===== src/rtl/input_buffer_mc.sv =====
// Circular trace input buffer with count-based full/empty, per-chain replay of each
// dequeued vector, frame tagging, saturating drop accounting and occupancy reporting.
module input_buffer_mc #(
    parameter int unsigned N                = 8,
    parameter int unsigned DATA_WIDTH       = 32,
    parameter int unsigned IB_DEPTH         = 4,
    parameter int unsigned MAX_CHAINS       = 4,
    parameter int unsigned INITIAL_FIRMWARE = 1,
    parameter int unsigned CONFIG_ID        = 1,
    parameter int unsigned DROP_CNT_WIDTH   = 16
) (
    input  logic                                clk,
    input  logic                                reset,
    input  logic                                enqueue,
    input  logic                                eof_in,
    input  logic                                tracing,
    input  logic [7:0]                          configId,
    input  logic [7:0]                          configData,
    input  logic [N-1:0][DATA_WIDTH-1:0]        vector_in,
    input  logic                                ready_in,
    output logic                                valid_out,
    output logic [N-1:0][DATA_WIDTH-1:0]        vector_out,
    output logic                                eof_out,
    output logic                                bof_out,
    output logic [$clog2(MAX_CHAINS)-1:0]       chainId_out,
    output logic [$clog2(IB_DEPTH+1)-1:0]       occupancy,
    output logic                                full,
    output logic                                empty,
    output logic [DROP_CNT_WIDTH-1:0]           drop_count
);

    localparam int unsigned PW = $clog2(IB_DEPTH);
    localparam int unsigned OW = $clog2(IB_DEPTH + 1);
    localparam int unsigned AW = $clog2(MAX_CHAINS + 1);

    localparam logic [7:0]    MaxCh8 = 8'(MAX_CHAINS);
    localparam logic [AW-1:0] InitAc = AW'(INITIAL_FIRMWARE);
    localparam logic [PW-1:0] LastPtr = PW'(IB_DEPTH - 1);

    logic [N-1:0][DATA_WIDTH-1:0] mem [IB_DEPTH];
    logic                         mem_eof [IB_DEPTH];

    logic [PW-1:0] head_q, tail_q;
    logic [OW-1:0] occ_q;
    logic [AW-1:0] ac_q, pend_ac_q, cfg_ac;
    logic          bof_pend_q;
    logic          last_beat, fire, can_load, pop, push, drop;

    function automatic logic [PW-1:0] nxt(input logic [PW-1:0] p);
        return (p == LastPtr) ? '0 : p + PW'(1);
    endfunction

    assign occupancy = occ_q;
    assign full      = (occ_q == OW'(IB_DEPTH));
    assign empty     = (occ_q == '0);

    always_comb begin
        last_beat = ((AW'(chainId_out) + AW'(1)) == ac_q);
        fire      = valid_out & ready_in;
        // Output stage takes a new vector when idle or when its final chain beat leaves.
        can_load  = !valid_out | (fire & last_beat);
        pop       = can_load & !empty;
        push      = enqueue & tracing & (!full | pop);
        drop      = enqueue & tracing & full & !pop;

        if (configData == 8'd0) begin
            cfg_ac = AW'(1);
        end else if (configData > MaxCh8) begin
            cfg_ac = AW'(MAX_CHAINS);
        end else begin
            cfg_ac = AW'(configData);
        end
    end

    // Storage is deliberately left out of reset.
    always_ff @(posedge clk) begin
        if (push) begin
            mem[tail_q]     <= vector_in;
            mem_eof[tail_q] <= eof_in;
        end
    end

    always_ff @(posedge clk or posedge reset) begin
        if (reset) begin
            head_q      <= '0;
            tail_q      <= '0;
            occ_q       <= '0;
            drop_count  <= '0;
            ac_q        <= InitAc;
            pend_ac_q   <= InitAc;
            bof_pend_q  <= 1'b1;
            valid_out   <= 1'b0;
            vector_out  <= '0;
            eof_out     <= 1'b0;
            bof_out     <= 1'b0;
            chainId_out <= '0;
        end else begin
            if (push) tail_q <= nxt(tail_q);
            if (pop)  head_q <= nxt(head_q);

            if (push && !pop) begin
                occ_q <= occ_q + OW'(1);
            end else if (pop && !push) begin
                occ_q <= occ_q - OW'(1);
            end

            if (drop && (drop_count != '1)) drop_count <= drop_count + DROP_CNT_WIDTH'(1);

            if (configId == 8'(CONFIG_ID)) pend_ac_q <= cfg_ac;

            if (pop) begin
                valid_out   <= 1'b1;
                vector_out  <= mem[head_q];
                eof_out     <= mem_eof[head_q];
                bof_out     <= bof_pend_q;
                bof_pend_q  <= mem_eof[head_q];
                chainId_out <= '0;
                ac_q        <= pend_ac_q;
            end else if (can_load) begin
                valid_out <= 1'b0;
            end else if (fire) begin
                chainId_out <= chainId_out + 1'b1;
            end
        end
    end

endmodule


===== config.mk =====
export PLATFORM = sky130hd
export DESIGN_NAME = input_buffer_mc
export DESIGN_NICKNAME = d
export VERILOG_FILES = /design/src/rtl/input_buffer_mc.sv
export SDC_FILE = /design/constraint.sdc
export NUM_CORES = 1
export LEC_CHECK = 0
export CAP_MARGIN = 5
export CORE_MARGIN = 5
export CORE_UTILIZATION = 30
export DETAILED_ROUTE_END_ITERATION = 6
export SYNTH_ARGS = -nofsm -noshare
export SYNTH_HDL_FRONTEND = slang
export SYNTH_SLANG_ARGS = --single-unit

===== constraint.sdc =====
create_clock -name clk -period 11 [get_ports clk]
set_clock_uncertainty 0.05 [all_clocks]
set_input_delay 2.2 -clock clk [delete_from_list [all_inputs] [get_ports clk]]
set_output_delay 2.2 -clock clk [all_outputs]
set_load 0.03 [all_outputs]

==> metrics.yaml <==
cts.sinks: 1319
fmax_ghz: 0.188
cts_buffers: 143
slowest_delay_ns: 0.81
place_congestion: 0.739
wl_per_cell_um: 22.0
utilization_pct: 38.2
finalCritPeriodShare_pct: 48.3
die_h_um: 411
path_cells: "clkdlybuf4s50_1 > nand4_2 > a21oi_4 > buf_4 > buf_4 > mux2_2"
ant_nets: 0
grt_pass1_vias: 23500
drive_gt1_share_pct: 27.3
yosys_warnings: 0
cts_root_buf: "clkbuf_16"
dp.final_hpwl_um: 66200
drc_errors: 0
worstPathMaxFanout: 58
synthCells: 2048
ir_worst_vdd_v: 0.000175
hold_viol: 0
synth_top_area_share_pct: 63.9
antenna_found_initial: 23
gr-total-overflow: 0
start_util_pct: 30.1
via_per_inst: 4.48
port_buffers: 559
worst_pin_slew_ns: 1.08
synth_cell_type_count: 48
fp.dieArea_mm2: 0.169
routed_wl_um: 110000
slew_violations: 0
fin_tns_setup_ns: 0
h-tree-depth: 4
ys_async_sr_fraction_pct: 22.1
hold_buffers: 0
dpl_worst_slack_ns: 4.89
clk_pin_slew_worst_paths_ns: 0.06
status: "finished clean"
syn-num-nets: 2335
synth_area_mm2: 0.0483
nets: 2972
p_leak_nw: 20.4
drv_cap: 0
worst_path_max_delay_cell: "buf_4"
final_cell_mix: "1,028 x edfxtp_1, 559 x clkdlybuf4s50_1, 286 x dfrtp_1, 265 x mux2_2, 257 x mux4_2"
yosysTopAreaCell: "edfxtp_1"
finalCriticalPeriod_ns: 5.32
cpMostUsedCell: "buf_4"
relSlewSlack_pct: 27.8
cellPowerDensity_mw_per_mm2: 275
setup_viol: 0
cts_resized: 0
drt-pass1-iter-count: 5
core_area_mm2: 0.160
path_class: "primary input to register"
die_x_um: 411
end_kind: "register"
num_vias: 22300
crit_path_start_kind: "primary input"
grt_max_degree: 123
crit_arrival_ns: 5.89
ys.flop_type: "edfxtp_1"
final_common_cell: "edfxtp_1"
area_delta_synth_final_pct: 26.8
hp-class: "register to register"
first_iter_violations: 1280
yosys-top-cells-area: "edfxtp_1 64%, dfrtp_1 15%, mux4_2 12%, mux2_2 6.2%, buf_4 0.40%"
setup_slack_ns: 5.68
synth_edf_count: 1028
cts_setup_buffers: 0
clkLatencyLatePin_ns: 0.77
grt_pass1_wl_um: 161000
ys_ff_latch: 1319
fp-row-count: 147
ios: 560
grt_usage_pct: 12.8
rsz0062_at_grt: "false"
avgSynthCellArea_um2: 23.6
tritoncts: "yes"
clockBufferDepth: 3
yosysSeqAreaShare_pct: 78.9
worstPathRequired_ns: 11.58
[routing by layer]
metal	track usage [%]	part of all wire [%]
met4	4.32	2.1
met2	21.2	51
met1	16.2	41
met5	0	0.082
met3	3.63	5.8
[layout make-up]
class	count	area, um^2
fillers	14500	99100
repair buffers	582	5920
inverters	8	37.5
flip-flops and latches	1319	38200
clock inverters	58	737
diodes	18	45.0
clock buffers	207	4000
multi-input cells	631	9680
well taps	2160	2700
[cell families after synthesis]
kind of cell / count (synthesis) / synth area share [%]
mux: 524 / 18.2
buf+inv: 98 / 1.06
flops: 1319 / 78.9
fa+ha+maj: 9 / 0.249
simple gates: 66 / 1.02
xor+xnor: 19 / 0.344
compound gates: 13 / 0.189
[sequential cells by signal, summed over array words and instances, names as in the netlist]
signal,count
ac_q,3
head_q,2
chainId_out,2
drop_count,16
mem_eof,4
eof_out,1
valid_out,1
tail_q,2
occupancy,3
vector_out,256
pend_ac_q,3
mem,1024
bof_pend_q,1
bof_out,1
[synthesized netlist by cell type, types with 2 or more instances]
cell type and number:
dfstp_2 3, nor3_1 6, nor2_1 7, buf_2 26, nand4_1 2, ha_1 8
nor4_4 3, nor4b_4 2, nand3_1 6, edfxtp_1 1028, nand2_1 17, o21ai_0 3
inv_1 8, clkbuf_1 35, nor4_1 3, nand4_2 2, buf_6 2, xnor2_1 6
and2_1 5, mux2_2 265, a22o_1 3, buf_4 26, a21o_1 2, mux4_2 257
xor2_1 13, dfrtp_1 288
[power breakdown]
| group | internal (mW) | total (mW) | switching, mW |
|---|---|---|---|
| sequential | 6.34 | 6.90 | 0.551 |
| clock | 2.78 | 4.75 | 1.97 |
| combinational | 2.50 | 5.23 | 2.72 |
[metrics by stage]
step | instances | cell area (um^2) | hold slack, ns | power (mW)
final | 4983 | 61300 | 0.429 | 16.9
after CTS | 4965 | 61200 | 0.436 | 17.2
after floorplan | 2048 | 48300 | 0.399 | 10.3
after global placement | 4700 | 56500 | 0.422 | 12.3
after detailed placement | 4700 | 56500 | 0.431 | 12.4
after global routing | 4974 | 61300 | 0.445 | 17.6
[worst paths after layout]
check	startpoint	end	slack, ns	depth (start not counted)
max in group asynchronous	reset	vector_out[43]	6.88	4
worst max-delay path	ready_in	vector_out[141]	5.68	6
worst min-delay path	pend_ac_q[0]	pend_ac_q[0]	0.43	2
worst min register to register	pend_ac_q[0]	pend_ac_q[0]	0.43	2
min in group asynchronous	reset	drop_count[6]	1.87	2
worst max register to register	chainId_out[0]	vector_out[141]	6.62	7
[critical path: cells and delay by family]
kind / cells / cell delay [ns]
buffers and inverters: 3 / 2.13
AND/OR/NAND/NOR: 1 / 0.26
AO/OA/AOI/OAI: 1 / 0.70
multiplexers: 1 / 0.42
Power figures use the tool's default switching activity.
